File: config.mk
export PLATFORM = sky130hd
export DESIGN_NAME = reg_stats_engine
export DESIGN_NICKNAME = d
export VERILOG_FILES = /design/src/rtl/reg_stats_engine.sv
export SDC_FILE = /design/constraint.sdc
export NUM_CORES = 1
export LEC_CHECK = 0
export BUFFER_PORTS_ARGS = -buffer_cell sky130_fd_sc_hd__buf_2
export CORE_MARGIN = 3
export CORE_UTILIZATION = 65
export DETAILED_ROUTE_END_ITERATION = 8
export PLACE_DENSITY_LB_ADDON = 0.25
export SYNTH_ARGS = -nofsm -noshare
export SYNTH_HDL_FRONTEND = slang
export SYNTH_SLANG_ARGS = --single-unit
File: constraint.sdc
create_clock -name Clk -period 10.9 [get_ports Clk]
set_input_delay 0.545 -clock Clk [delete_from_list [all_inputs] [get_ports Clk]]
set_output_delay 0.545 -clock Clk [all_outputs]
set_load 0.1 [all_outputs]
File: src/rtl/reg_stats_engine.sv
// reg_stats_engine
//   Host-loaded register file of DEPTH x WIDTH words with a one-word-per-cycle
//   scan that reports sum, floor average, odd count, min and max. With the
//   mode bit set, the same scan rewrites each word k < DEPTH-1 in place with
//   the floor average of itself and its upper neighbour. The statistics are
//   always computed from the pre-scan values.
module reg_stats_engine #(
  parameter  int WIDTH = 8,
  parameter  int DEPTH = 16,
  localparam int AW    = $clog2(DEPTH)
) (
  input  logic                Clk,
  input  logic                Rst,
  input  logic                wr_en,
  input  logic [AW-1:0]       wr_addr,
  input  logic [WIDTH-1:0]    wr_data,
  input  logic [AW-1:0]       rd_addr,
  output logic [WIDTH-1:0]    rd_data,
  input  logic                go,
  input  logic                smooth_en,
  output logic                busy,
  output logic                done,
  output logic [WIDTH+AW-1:0] sum,
  output logic [WIDTH-1:0]    average,
  output logic [AW:0]         count_odd,
  output logic [WIDTH-1:0]    min_val,
  output logic [WIDTH-1:0]    max_val
);

  typedef enum logic [1:0] {
    S_IDLE  = 2'd0,
    S_CLEAR = 2'd1,
    S_SCAN  = 2'd2,
    S_FIN   = 2'd3
  } state_e;

  localparam logic [AW-1:0]    LAST_IDX = AW'(DEPTH - 1);
  localparam logic [AW-1:0]    IDX_ZERO = {AW{1'b0}};
  localparam logic [WIDTH-1:0] ALL_ONES = {WIDTH{1'b1}};

  // Architectural state
  state_e                state_q, state_d;
  logic                  busy_q, busy_d;
  logic                  done_q, done_d;
  logic                  mode_q, mode_d;
  logic [AW-1:0]         idx_q, idx_d;
  logic [WIDTH-1:0]      prev_q, prev_d;
  logic [WIDTH+AW-1:0]   sum_q, sum_d;
  logic [AW:0]           odd_q, odd_d;
  logic [WIDTH-1:0]      min_q, min_d;
  logic [WIDTH-1:0]      max_q, max_d;
  logic [WIDTH-1:0]      avg_q, avg_d;
  logic [WIDTH-1:0]      mem_q [DEPTH];

  // Datapath helpers
  logic [WIDTH-1:0]      cur_word_s;
  logic [WIDTH:0]        pair_sum_s;
  logic [WIDTH-1:0]      smooth_word_s;
  logic [AW-1:0]         smooth_addr_s;
  logic                  host_wr_s;
  logic                  smooth_wr_s;

  // Word under the scan pointer and its smoothed partner. The pair is added
  // one bit wider so the halving never loses a carry.
  always_comb begin
    cur_word_s    = mem_q[idx_q];
    pair_sum_s    = {1'b0, prev_q} + {1'b0, cur_word_s};
    smooth_word_s = WIDTH'(pair_sum_s >> 1);
    smooth_addr_s = idx_q - AW'(1);
  end

  // Next-state, accumulator and write-strobe logic for the scan FSM
  always_comb begin
    state_d     = state_q;
    busy_d      = busy_q;
    done_d      = 1'b0;
    mode_d      = mode_q;
    idx_d       = idx_q;
    prev_d      = prev_q;
    sum_d       = sum_q;
    odd_d       = odd_q;
    min_d       = min_q;
    max_d       = max_q;
    avg_d       = avg_q;
    host_wr_s   = 1'b0;
    smooth_wr_s = 1'b0;

    case (state_q)
      S_IDLE: begin
        // Host writes only land while idle; a write coinciding with go is
        // committed on the same edge, so the scan reads the new data.
        host_wr_s = wr_en;
        if (go) begin
          state_d = S_CLEAR;
          busy_d  = 1'b1;
          mode_d  = smooth_en;
        end else begin
          state_d = S_IDLE;
        end
      end

      S_CLEAR: begin
        sum_d   = {(WIDTH+AW){1'b0}};
        odd_d   = {(AW+1){1'b0}};
        min_d   = ALL_ONES;
        max_d   = {WIDTH{1'b0}};
        idx_d   = IDX_ZERO;
        prev_d  = {WIDTH{1'b0}};
        state_d = S_SCAN;
      end

      S_SCAN: begin
        sum_d  = sum_q + {{AW{1'b0}}, cur_word_s};
        odd_d  = odd_q + {{AW{1'b0}}, cur_word_s[0]};
        if (cur_word_s < min_q) begin
          min_d = cur_word_s;
        end else begin
          min_d = min_q;
        end
        if (cur_word_s > max_q) begin
          max_d = cur_word_s;
        end else begin
          max_d = max_q;
        end
        // prev_q always holds the original value of the word below idx,
        // because that word is only overwritten one step after it is read.
        prev_d      = cur_word_s;
        smooth_wr_s = mode_q & (idx_q != IDX_ZERO);
        idx_d       = idx_q + AW'(1);
        if (idx_q == LAST_IDX) begin
          state_d = S_FIN;
        end else begin
          state_d = S_SCAN;
        end
      end

      S_FIN: begin
        avg_d   = sum_q[WIDTH+AW-1:AW];
        done_d  = 1'b1;
        busy_d  = 1'b0;
        state_d = S_IDLE;
      end

      default: begin
        state_d = S_IDLE;
        busy_d  = 1'b0;
      end
    endcase
  end

  // FSM state and control/status registers
  always_ff @(posedge Clk) begin
    if (Rst) begin
      state_q <= S_IDLE;
      busy_q  <= 1'b0;
      done_q  <= 1'b0;
      mode_q  <= 1'b0;
    end else begin
      state_q <= state_d;
      busy_q  <= busy_d;
      done_q  <= done_d;
      mode_q  <= mode_d;
    end
  end

  // Scan pointer and result accumulators
  always_ff @(posedge Clk) begin
    if (Rst) begin
      idx_q  <= IDX_ZERO;
      prev_q <= {WIDTH{1'b0}};
      sum_q  <= {(WIDTH+AW){1'b0}};
      odd_q  <= {(AW+1){1'b0}};
      min_q  <= {WIDTH{1'b0}};
      max_q  <= {WIDTH{1'b0}};
      avg_q  <= {WIDTH{1'b0}};
    end else begin
      idx_q  <= idx_d;
      prev_q <= prev_d;
      sum_q  <= sum_d;
      odd_q  <= odd_d;
      min_q  <= min_d;
      max_q  <= max_d;
      avg_q  <= avg_d;
    end
  end

  // Register file: reset clears every word; host and smoothing writes are
  // mutually exclusive because they belong to different FSM states.
  always_ff @(posedge Clk) begin
    if (Rst) begin
      for (int i = 0; i < DEPTH; i++) begin
        mem_q[i] <= {WIDTH{1'b0}};
      end
    end else if (host_wr_s) begin
      mem_q[wr_addr] <= wr_data;
    end else if (smooth_wr_s) begin
      mem_q[smooth_addr_s] <= smooth_word_s;
    end
  end

  assign rd_data   = mem_q[rd_addr];
  assign busy      = busy_q;
  assign done      = done_q;
  assign sum       = sum_q;
  assign average   = avg_q;
  assign count_odd = odd_q;
  assign min_val   = min_q;
  assign max_val   = max_q;

endmodule

# ---- After elaboration in Yosys (flattened, before gate mapping)
# Memories as Yosys holds them, arrays and structs flattened. A register that Yosys moved wholly into a read port is not among the register bits.
# Cells that the tools add are included.
dict set report classes {
  bitwise_logic 1
  eq_ne 7
  magnitude_cmp 2
  mux 33
  add_sub_neg 5
  reduce_logical 10
}
# op n
set op_table {}
lappend op_table {{$pmux W8 S2} 3}
lappend op_table {{$mux W8} 4}
lappend op_table {{$pmux W12 S2} 1}
lappend op_table {{$mux W1} 17}
lappend op_table {{$mux W4} 4}
lappend op_table {{$reduce_or A8 Y1} 2}
lappend op_table {{$add A12 B8 Y12} 1}
lappend op_table {{$pmux W5 S2} 1}
lappend op_table {{$add A8 B8 Y9} 1}
lappend op_table {{$gt A8 B8 Y1} 1}
lappend op_table {{$lt A8 B8 Y1} 1}
lappend op_table {{$pmux W2 S4} 1}
lappend op_table {{$pmux W4 S2} 1}
lappend op_table {{$reduce_and A2 Y1} 4}
lappend op_table {{$ne A2 B2 Y1 const B} 3}
lappend op_table {{$add A5 B1 Y5} 1}
lappend op_table {{$add A4 B1 Y4 const B} 1}
lappend op_table {{$eq A2 B2 Y1 const B} 2}
lappend op_table {{$eq A4 B4 Y1 const B} 1}
lappend op_table {{$reduce_bool A2 Y1} 2}
lappend op_table {{$reduce_bool A4 Y1} 1}
lappend op_table {{$sub A4 B1 Y4 const B} 1}
lappend op_table {{$eq A2 B1 Y1 const B} 1}
lappend op_table {{$logic_not A2 Y1} 1}
lappend op_table {{2 further kinds} 2}
dict set report totals {
  ramBits 128
  in_bits 21
  n_memories 1
  out_inout_bits 51
  regBits 58
}
# memory depth width read_ports rd_ports_with_merged_regs wr line_no
set mem_list {}
lappend mem_list {mem_q 16 8 2 1 16 53} ;# logic [WIDTH-1:0] mem_q [DEPTH];

# ---- Depth between registers and ports, before layout
# Gate-level depths: netlist of the first run.
dict set report depth {
  ltp_word 9
  mapped_depth 16
  ltp_nobuf 12
}

# ---- Worst setup path after synthesis of the first run
# Ideal clock, no wire load.
dict set report synth_path {
  path_type {register -> register}
  startpoint {reg with a tool-made name}
  endpoint {mem mem_q[0][5], data pin}
  required_ps 10635
  n_path_buf 4
  arrival_time_ps 3884
  path_stages_with_launch 14
  setup_time_ps 265
  slack_ps 6751
  period_less_slack_ps 4149
  path_cell_list {dfxtp_1 buf_6 buf_2 buf_2 mux4_2 mux4_2 fa_1 a21o_1 a21o_1 a21oi_1 o21ai_0 a31oi_1 clkbuf_1 nor2_1}
}
# element line_no
set synth_lines {}
lappend synth_lines {{end: declaration} 53}

==> results of run 1 <==
per-layer routing:
| metal | vias up | wire [µm] | share of wire (%) |
|---|---|---|---|
| li1 | 3415 | - | - |
| met2 | 570 | 13100 | 47 |
| met3 | 107 | 3620 | 13 |
| met5 | - | 0 | 0 |
| met4 | 0 | 1060 | 3.8 |
| met1 | 3895 | 10200 | 37 |
tightest hold or removal path, stage by stage:
cell and delay [ns]:
buf_2 0.10, nand3_1 0.06, a21oi_1 0.06
sequential cells by signal (all words and copies together) (netlist names), named ones only:
register,count
busy,1
average,8
idx_q,4
sum,12
mode_q,1
mem_q,128
count_odd,5
max_val,8
done,1
state_q,2
prev_q,8
min_val,8
power by group through the flow:
stage | Sequential, µW | Combinational (µW) | Clock, µW
after detailed placement | 835 | 279 | 0
after CTS | 819 | 281 | 623
after floorplan | 889 | 159 | 0
after global placement | 832 | 271 | 0
final | 821 | 285 | 624
after global routing | 824 | 298 | 653
final timing paths:
kind                   from     endpoint  slack, ns
setup / recovery       flop  mem_q[7][6]       6.20
hold / removal    smooth_en       mode_q       0.37
setup reg to reg       flop  mem_q[7][6]       6.20
hold reg to reg      mode_q       mode_q       0.47
per-stage QoR:
step | utilization (%) | hold WS, ns | cell area [µm²] | setup WS [ns] | total power (µW)
5_1_grt | 74.2 | 0.382 | 11400 | 5.97 | 1770
3_5_place_dp | 70.3 | 0.468 | 10900 | 6.24 | 1110
2_1_floorplan | - | 0.450 | 10400 | 6.75 | 1050
3_3_place_gp | 70.3 | 0.466 | 10900 | 6.47 | 1100
4_1_cts | 74.1 | 0.355 | 11400 | 6.17 | 1720
6_report | 74.2 | 0.369 | 11400 | 6.20 | 1730
cell type report:
cell class	instances	area, µm²
inverter	32	120
fill	1031	3990
timing repair buffer	82	442
sequential	190	5090
multi-input combinational	610	4950
clock buffer	17	425
tap	211	264
clock inverter	15	150
kinds of logic after synthesis:
family	after synthesis	synth area share, %
adders and majority gates	40	4.97
xor gates and xnor gates	13	1.10
muxes	99	18.9
and+or+nand+nor	330	14.8
DFF	190	49.0
AOI/OAI and AO/OA	128	8.00
buffers and inverters	81	3.22
layout by cell type, fill, tap and decap left out, drive strengths merged, types with 3 or more instances in the layout:
| cell | instances |
|---|---|
| dfxtp | 62 |
| inv | 41 |
| nor3 | 42 |
| buf | 82 |
| a21o | 11 |
| nand2b | 8 |
| clkinv | 4 |
| o21ai | 29 |
| o31ai | 3 |
| or3 | 4 |
| o21a | 6 |
| nand2 | 61 |
| nand4 | 16 |
| xor2 | 8 |
| edfxtp | 128 |
| nand3 | 13 |
| nor2 | 148 |
| nor3b | 3 |
| ha | 38 |
| and2 | 3 |
| or2 | 4 |
| xnor2 | 5 |
| nor2b | 23 |
| a21oi | 46 |
| mux4 | 77 |
| mux2i | 21 |
| o311ai | 3 |
| clkbuf | 17 |
==> flow_metrics.env, run 1 <==
export IMPL_core_rowCount=45
export IMPL_pwr_share_comb_pct=16.5
export IMPL_min_period_ns=4.70
export IMPL_p_sw_share_pct=30.6
export IMPL_cp_data_required_time_ns=11.04
export IMPL_pwr_share_clk_pct=36.1
export IMPL_drc=0
export IMPL_slew_viol_final=0
export IMPL_crit_buf_inv=1
export IMPL_finalCritPeriodShare_pct=43.1
export IMPL_wl_per_cell_um=24.2
export IMPL_first_pass_iters=6
export IMPL_fin_cells=1157
export IMPL_synth_avg_cell_area_um2=11.8
export IMPL_nets=994
export IMPL_core_area_um2=15400
export IMPL_power_density_nw_per_um2=151
export IMPL_use_met2_pct=50.5
export IMPL_fmax_mhz=213
export IMPL_report_final_setup_viol=0
export IMPL_async_flop_share_pct=0
export IMPL_cts_tree="done"
export IMPL_start_util_pct=67.2
export IMPL_worstPathMaxFanout=34
export IMPL_syn_inst=881
export IMPL_skew_ns=0.0125
export IMPL_ant_nets=0
export IMPL_cpMaxStageDelayCell="a21oi_1"
export IMPL_synth_edf_count=128
export IMPL_vias=7987
export IMPL_grt_usage_pct=32.4
export IMPL_grt_pass1_vias=7749
export IMPL_die_area_um2=17500
export IMPL_port_buffer_count=71
export IMPL_max_stage_delay_ns=1.04
export IMPL_ys_seq_elements=190
export IMPL_status="complete, no violations"
export IMPL_globalplace_congestion=0.936
export IMPL_dp_cells=1124
export IMPL_yosys_cell_count_top_type="nor2_1"
export IMPL_rsz0062_at_grt="no"
export IMPL_power_frac_seq_pct=47.4
export IMPL_start_kind="flop"
export IMPL_clk_pin_slew_worst_paths_ns=0.08
export IMPL_final_layout_size_suffix_gt1_share_pct=22.2
export IMPL_die_width_um=132
export IMPL_path_depth=10
export IMPL_final_hold_viol_count=0
export IMPL_ios=72
export IMPL_antenna_found_initial=1
export IMPL_grt_max_degree=50
export IMPL_insertion_delay_ns=0.44
export IMPL_netSwitchingPower_uw=529
export IMPL_crit_path_end_kind="flop"
export IMPL_synth_area_um2=10400
export IMPL_drt_total_wl_mm=28.0
export IMPL_yosys_area_top_type="edfxtp_1"
export IMPL_synth_warning_count=0
export IMPL_synthDistinctLibCells=59
export IMPL_area_growth_pct=10.3
export IMPL_crit_chain="buf_4 > mux4_2 > mux4_2 > ha_1 > o21a_1 > o21ai_0 > a21oi_1 > nand2b_1 > a21oi_1 > nor3_1"
export IMPL_overflow=0
export IMPL_vias_per_cell=6.90
export IMPL_vdd_ir_drop_max_v=0.000123
export IMPL_post_dp_hpwl_mm=19.3
export IMPL_clock_root_buffer="clkbuf_16"
export IMPL_synthFlopType="edfxtp_1"
export IMPL_mappedNetlistNets=942
export IMPL_yosysSeqAreaShare_pct=49.0
export IMPL_synth_top_area_share_pct=37.1
export IMPL_holdPathStages=3
export IMPL_crit_family="compound AO/OA/AOI/OAI gates"
export IMPL_hold_class="input pin to flop"
export IMPL_top_usage_layer="met2"
export IMPL_critPathKind="flop to flop"
export IMPL_h_tree_depth=4
export IMPL_diodes=0
export IMPL_p_leak_uw=0.00435
export IMPL_r2r_cells=10
export IMPL_slew_headroom_pct=8.11
export IMPL_intPower_uw=1200
export IMPL_drt_iter0_markers=995
export IMPL_drv_cap=0
export IMPL_clockBufferDepth=2
export IMPL_grt_util_met1_pct=42.5
export IMPL_clkSinkCount=190
export IMPL_grt_first_pass_wirelength_mm=43.3
export IMPL_setup_tns_ns=0
export IMPL_grt_util_met3_pct=11.2
export IMPL_die_y_um=132
export IMPL_netlist_top_cells_count="nor2_1 (148), edfxtp_1 (128), mux4_2 (77), dfxtp_1 (62), nand2_1 (61)"
export IMPL_crit_arrival_ns=4.84
export IMPL_synthTopCellsByArea="edfxtp_1 (37%), mux4_2 (17%), dfxtp_1 (12%), nor2_1 (5.4%), ha_1 (4.6%)"
export IMPL_postCtsHoldBufs=0
export IMPL_post_cts_buffers=0
export IMPL_numCtsBuffers=17
export IMPL_cts_resized=0
export IMPL_worst_slew_pin_slew_ns=1.38
No activity file was read; power rests on OpenSTA's default activity.
==> inputs of run 2 (changes only) <==
--- a/config.mk
+++ b/config.mk
@@ -5,9 +5,10 @@
 export SDC_FILE = /design/constraint.sdc
 export NUM_CORES = 1
 export LEC_CHECK = 0
+export ABC_AREA = 1
 export BUFFER_PORTS_ARGS = -buffer_cell sky130_fd_sc_hd__buf_2
 export CORE_MARGIN = 3
-export CORE_UTILIZATION = 65
+export CORE_UTILIZATION = 55
 export DETAILED_ROUTE_END_ITERATION = 8
 export PLACE_DENSITY_LB_ADDON = 0.25
 export SYNTH_ARGS = -nofsm -noshare
==> constraint.sdc (replaced) <==
create_clock -name Clk -period 4.3 [get_ports Clk]
set_input_delay 0.215 -clock Clk [delete_from_list [all_inputs] [get_ports Clk]]
set_output_delay 0.215 -clock Clk [all_outputs]
set_load 0.1 [all_outputs]
==> run 2 against run 1 <==
  * Combinational power grew 150%
  * Wire length increased by 8.8%
  * Flip-flop and latch count did not move
  * Clock-buffer cell count rose by 2
  * Synthesized cell count up 46%
  * Register-to-register slack worse by 5.7 ns
  * Die area increased by 20%
  * Clock power grew 150%
  * Critical path type unchanged
==> flow_metrics.env, run 2 <==
export IMPL_status="complete, no violations"
export IMPL_insertion_delay_ns=0.44
export IMPL_clock_root_buffer="clkbuf_16"
export IMPL_synth_top_area_share_pct=36.1
export IMPL_die_y_um=145
export IMPL_area_growth_pct=10.0
export IMPL_largest_reg_flops=128
export IMPL_slew_headroom_pct=32.4
export IMPL_dpl_cell_area_um2=11100
export IMPL_syn_inst=1287
export IMPL_synthAdderAreaFrac_pct=4.84
export IMPL_mappedNetlistNets=1348
export IMPL_wl_per_cell_um=19.1
export IMPL_p_leak_uw=0.00491
export IMPL_h_tree_depth=4
export IMPL_min_from="smooth_en"
export IMPL_grt_usage_pct=28.4
export IMPL_synth_xor_area_share_pct=0.399
export IMPL_nets=1386
export IMPL_numCtsBuffers=17
export IMPL_drc=0
export IMPL_vias=9261
export IMPL_grt_max_degree=110
export IMPL_synthMuxAreaShare_pct=0.846
export IMPL_vias_per_cell=5.80
export IMPL_port_buffer_count=71
export IMPL_first_pass_iters=6
export IMPL_fin_util_pct=62.0
export IMPL_dp_cells=1566
export IMPL_post_dp_hpwl_mm=21.2
export IMPL_drv_cap=0
export IMPL_clk_pin_slew_worst_paths_ns=0.07
export IMPL_clockBufferDepth=2
export IMPL_synthTopCellsByArea="edfxtp_1 (36%), dfxtp_1 (12%), o21ai_0 (7.4%), nor2_1 (6.6%), a21oi_1 (6.2%)"
export IMPL_drt_iter0_markers=1298
export IMPL_antenna_found_initial=0
export IMPL_min_period_ns=3.82
export IMPL_grt_pass1_vias=8409
export IMPL_skew_ns=0.0106
export IMPL_cp_data_required_time_ns=4.45
export IMPL_final_common_cell="nor2_1"
export IMPL_start_util_pct=56.4
export IMPL_finalCritPeriodShare_pct=88.8
export IMPL_fin_cells=1598
export IMPL_synth_edf_count=128
export IMPL_synth_area_um2=10600
export IMPL_synth_avg_cell_area_um2=8.27
export IMPL_postCtsHoldBufs=0
export IMPL_fmax_mhz=262
export IMPL_drt_total_wl_mm=30.5
export IMPL_final_cell_mix="nor2_1 (187), nand2_1 (174), o21ai_0 (158)"
export IMPL_async_flop_share_pct=0
export IMPL_synth_compound_area_share_pct=18.1
export IMPL_worstPathMaxFanout=22
export IMPL_ant_nets=0
export IMPL_setup_tns_ns=0
export IMPL_overflow=0
export IMPL_clkSinkCount=190
export IMPL_yosys_cell_count_top_type="nor2_1"
export IMPL_yosysSeqAreaShare_pct=47.7
export IMPL_cts_tree="done"
export IMPL_hold_class="input pin to flop"
export IMPL_synth_top_family_by_area="simple AND/OR/NAND/NOR gates"
export IMPL_die_width_um=145
export IMPL_globalplace_congestion=0.991
export IMPL_grt_first_pass_wirelength_mm=47.0
export IMPL_crit_path_end_kind="flop"
export IMPL_post_cts_buffers=0
export IMPL_yosys_area_top_type="edfxtp_1"
export IMPL_synth_warning_count=0
export IMPL_netlist_top_cells_count="nor2_1 (187), nand2_1 (174), o21ai_0 (158), a21oi_1 (131), edfxtp_1 (128)"
export IMPL_fin_area_um2=11700
export IMPL_diodes=0
export IMPL_start_kind="flop"
export IMPL_critPathKind="flop to flop"
export IMPL_final_hold_viol_count=0
export IMPL_final_layout_size_suffix_gt1_share_pct=15.1
export IMPL_core_area_um2=18900
export IMPL_synthFlopType="edfxtp_1"
export IMPL_core_rowCount=50
export IMPL_synth_simple_gate_area_share_pct=20.5
export IMPL_report_final_setup_viol=0
export IMPL_synthDistinctLibCells=45
export IMPL_vdd_ir_drop_max_v=0.000316
export IMPL_ys_seq_elements=190
export IMPL_die_area_um2=21100
export IMPL_top_register="mem_q"
export IMPL_worst_slew_pin_slew_ns=1.01
export IMPL_slew_viol_final=0
export IMPL_rsz0062_at_grt="no"
export IMPL_power_uw=4290
export IMPL_crit_arrival_ns=3.97
export IMPL_cts_resized=0
export IMPL_ios=72
export IMPL_power_density_nw_per_um2=366
run 2: cell types whose count changed after synthesis, moves of 16 or more:
cell / change
a21oi_1: +85
clkbuf_1: +16
inv_1: +85
mux4_2: -77
nand2_1: +113
nand3_1: +58
nor2_1: +39
nor2_2: +34
nor2b_1: -23
nor3_1: -27
o21ai_0: +132
o221ai_1: +21
run 2: layout make-up:
class	instances	area, µm²
clock inverter	13	123
fill	1664	7180
sequential	190	5090
timing repair buffer	89	505
clock buffer	19	443
inverter	126	473
multi-input combinational	901	4760
tap	260	325
run 2: stage by stage:
step / worst slack, ns / hold WS, ns
2_1_floorplan: 0.956 / 0.284
3_3_place_gp: 0.702 / 0.433
3_5_place_dp: 0.587 / 0.445
4_1_cts: 0.558 / 0.0500
5_1_grt: 0.256 / 0.0607
6_report: 0.482 / 0.0468
run 2: worst max-delay path, stage by stage (launching register included):
cell and delay (ns):
dfxtp_1 0.44, inv_1 0.57, o21ai_0 0.22, o221ai_1 0.36, nand2_1 0.17, fa_1 0.44, nand3_1 0.09, nand2_1 0.07
nand2_1 0.06, inv_1 0.04, or2_1 0.20, a21oi_1 0.16, nor2_1 0.08, o21ai_1 0.11, nand2_1 0.07, o21ai_2 0.36
nor2_1 0.09
run 2: cell families (layout without fill, tap and decap cells):
| logic type | Yosys count | count (layout) |
|---|---|---|
| compound gates | 346 | 346 |
| xor+xnor | 4 | 4 |
| fa+ha+maj | 40 | 40 |
| buf+inv | 196 | 247 |
| flops | 190 | 190 |
| mux | 9 | 9 |
| simple gates | 502 | 502 |
run 2: layer usage:
layer  share of wire [%]  vias up  track usage (%)  wire [µm]
li1                    -     4446                -          -
met1                  42     4246             40.8      12900
met2                  44      502             42.9      13500
met3                 9.7       67             5.25       2970
met4                 3.7        0             11.3       1120
met5                   0        -                0          0
run 2: final timing paths:
| kind | endpoint | slack [ns] | cells after the start |
|---|---|---|---|
| setup reg to reg | mem_q[8][7] | 0.48 | 16 |
| hold reg to reg | count_odd[4] | 0.45 | 1 |
| hold / removal | mode_q | 0.05 | 3 |
| setup / recovery | mem_q[8][7] | 0.48 | 16 |
run 2: power by group:
group          leakage, µW  internal, µW  switching, µW
sequential         0.00183          2010           42.8
combinational      0.00280           161            545
clock             0.000278           780            746
total              0.00491          2950           1330
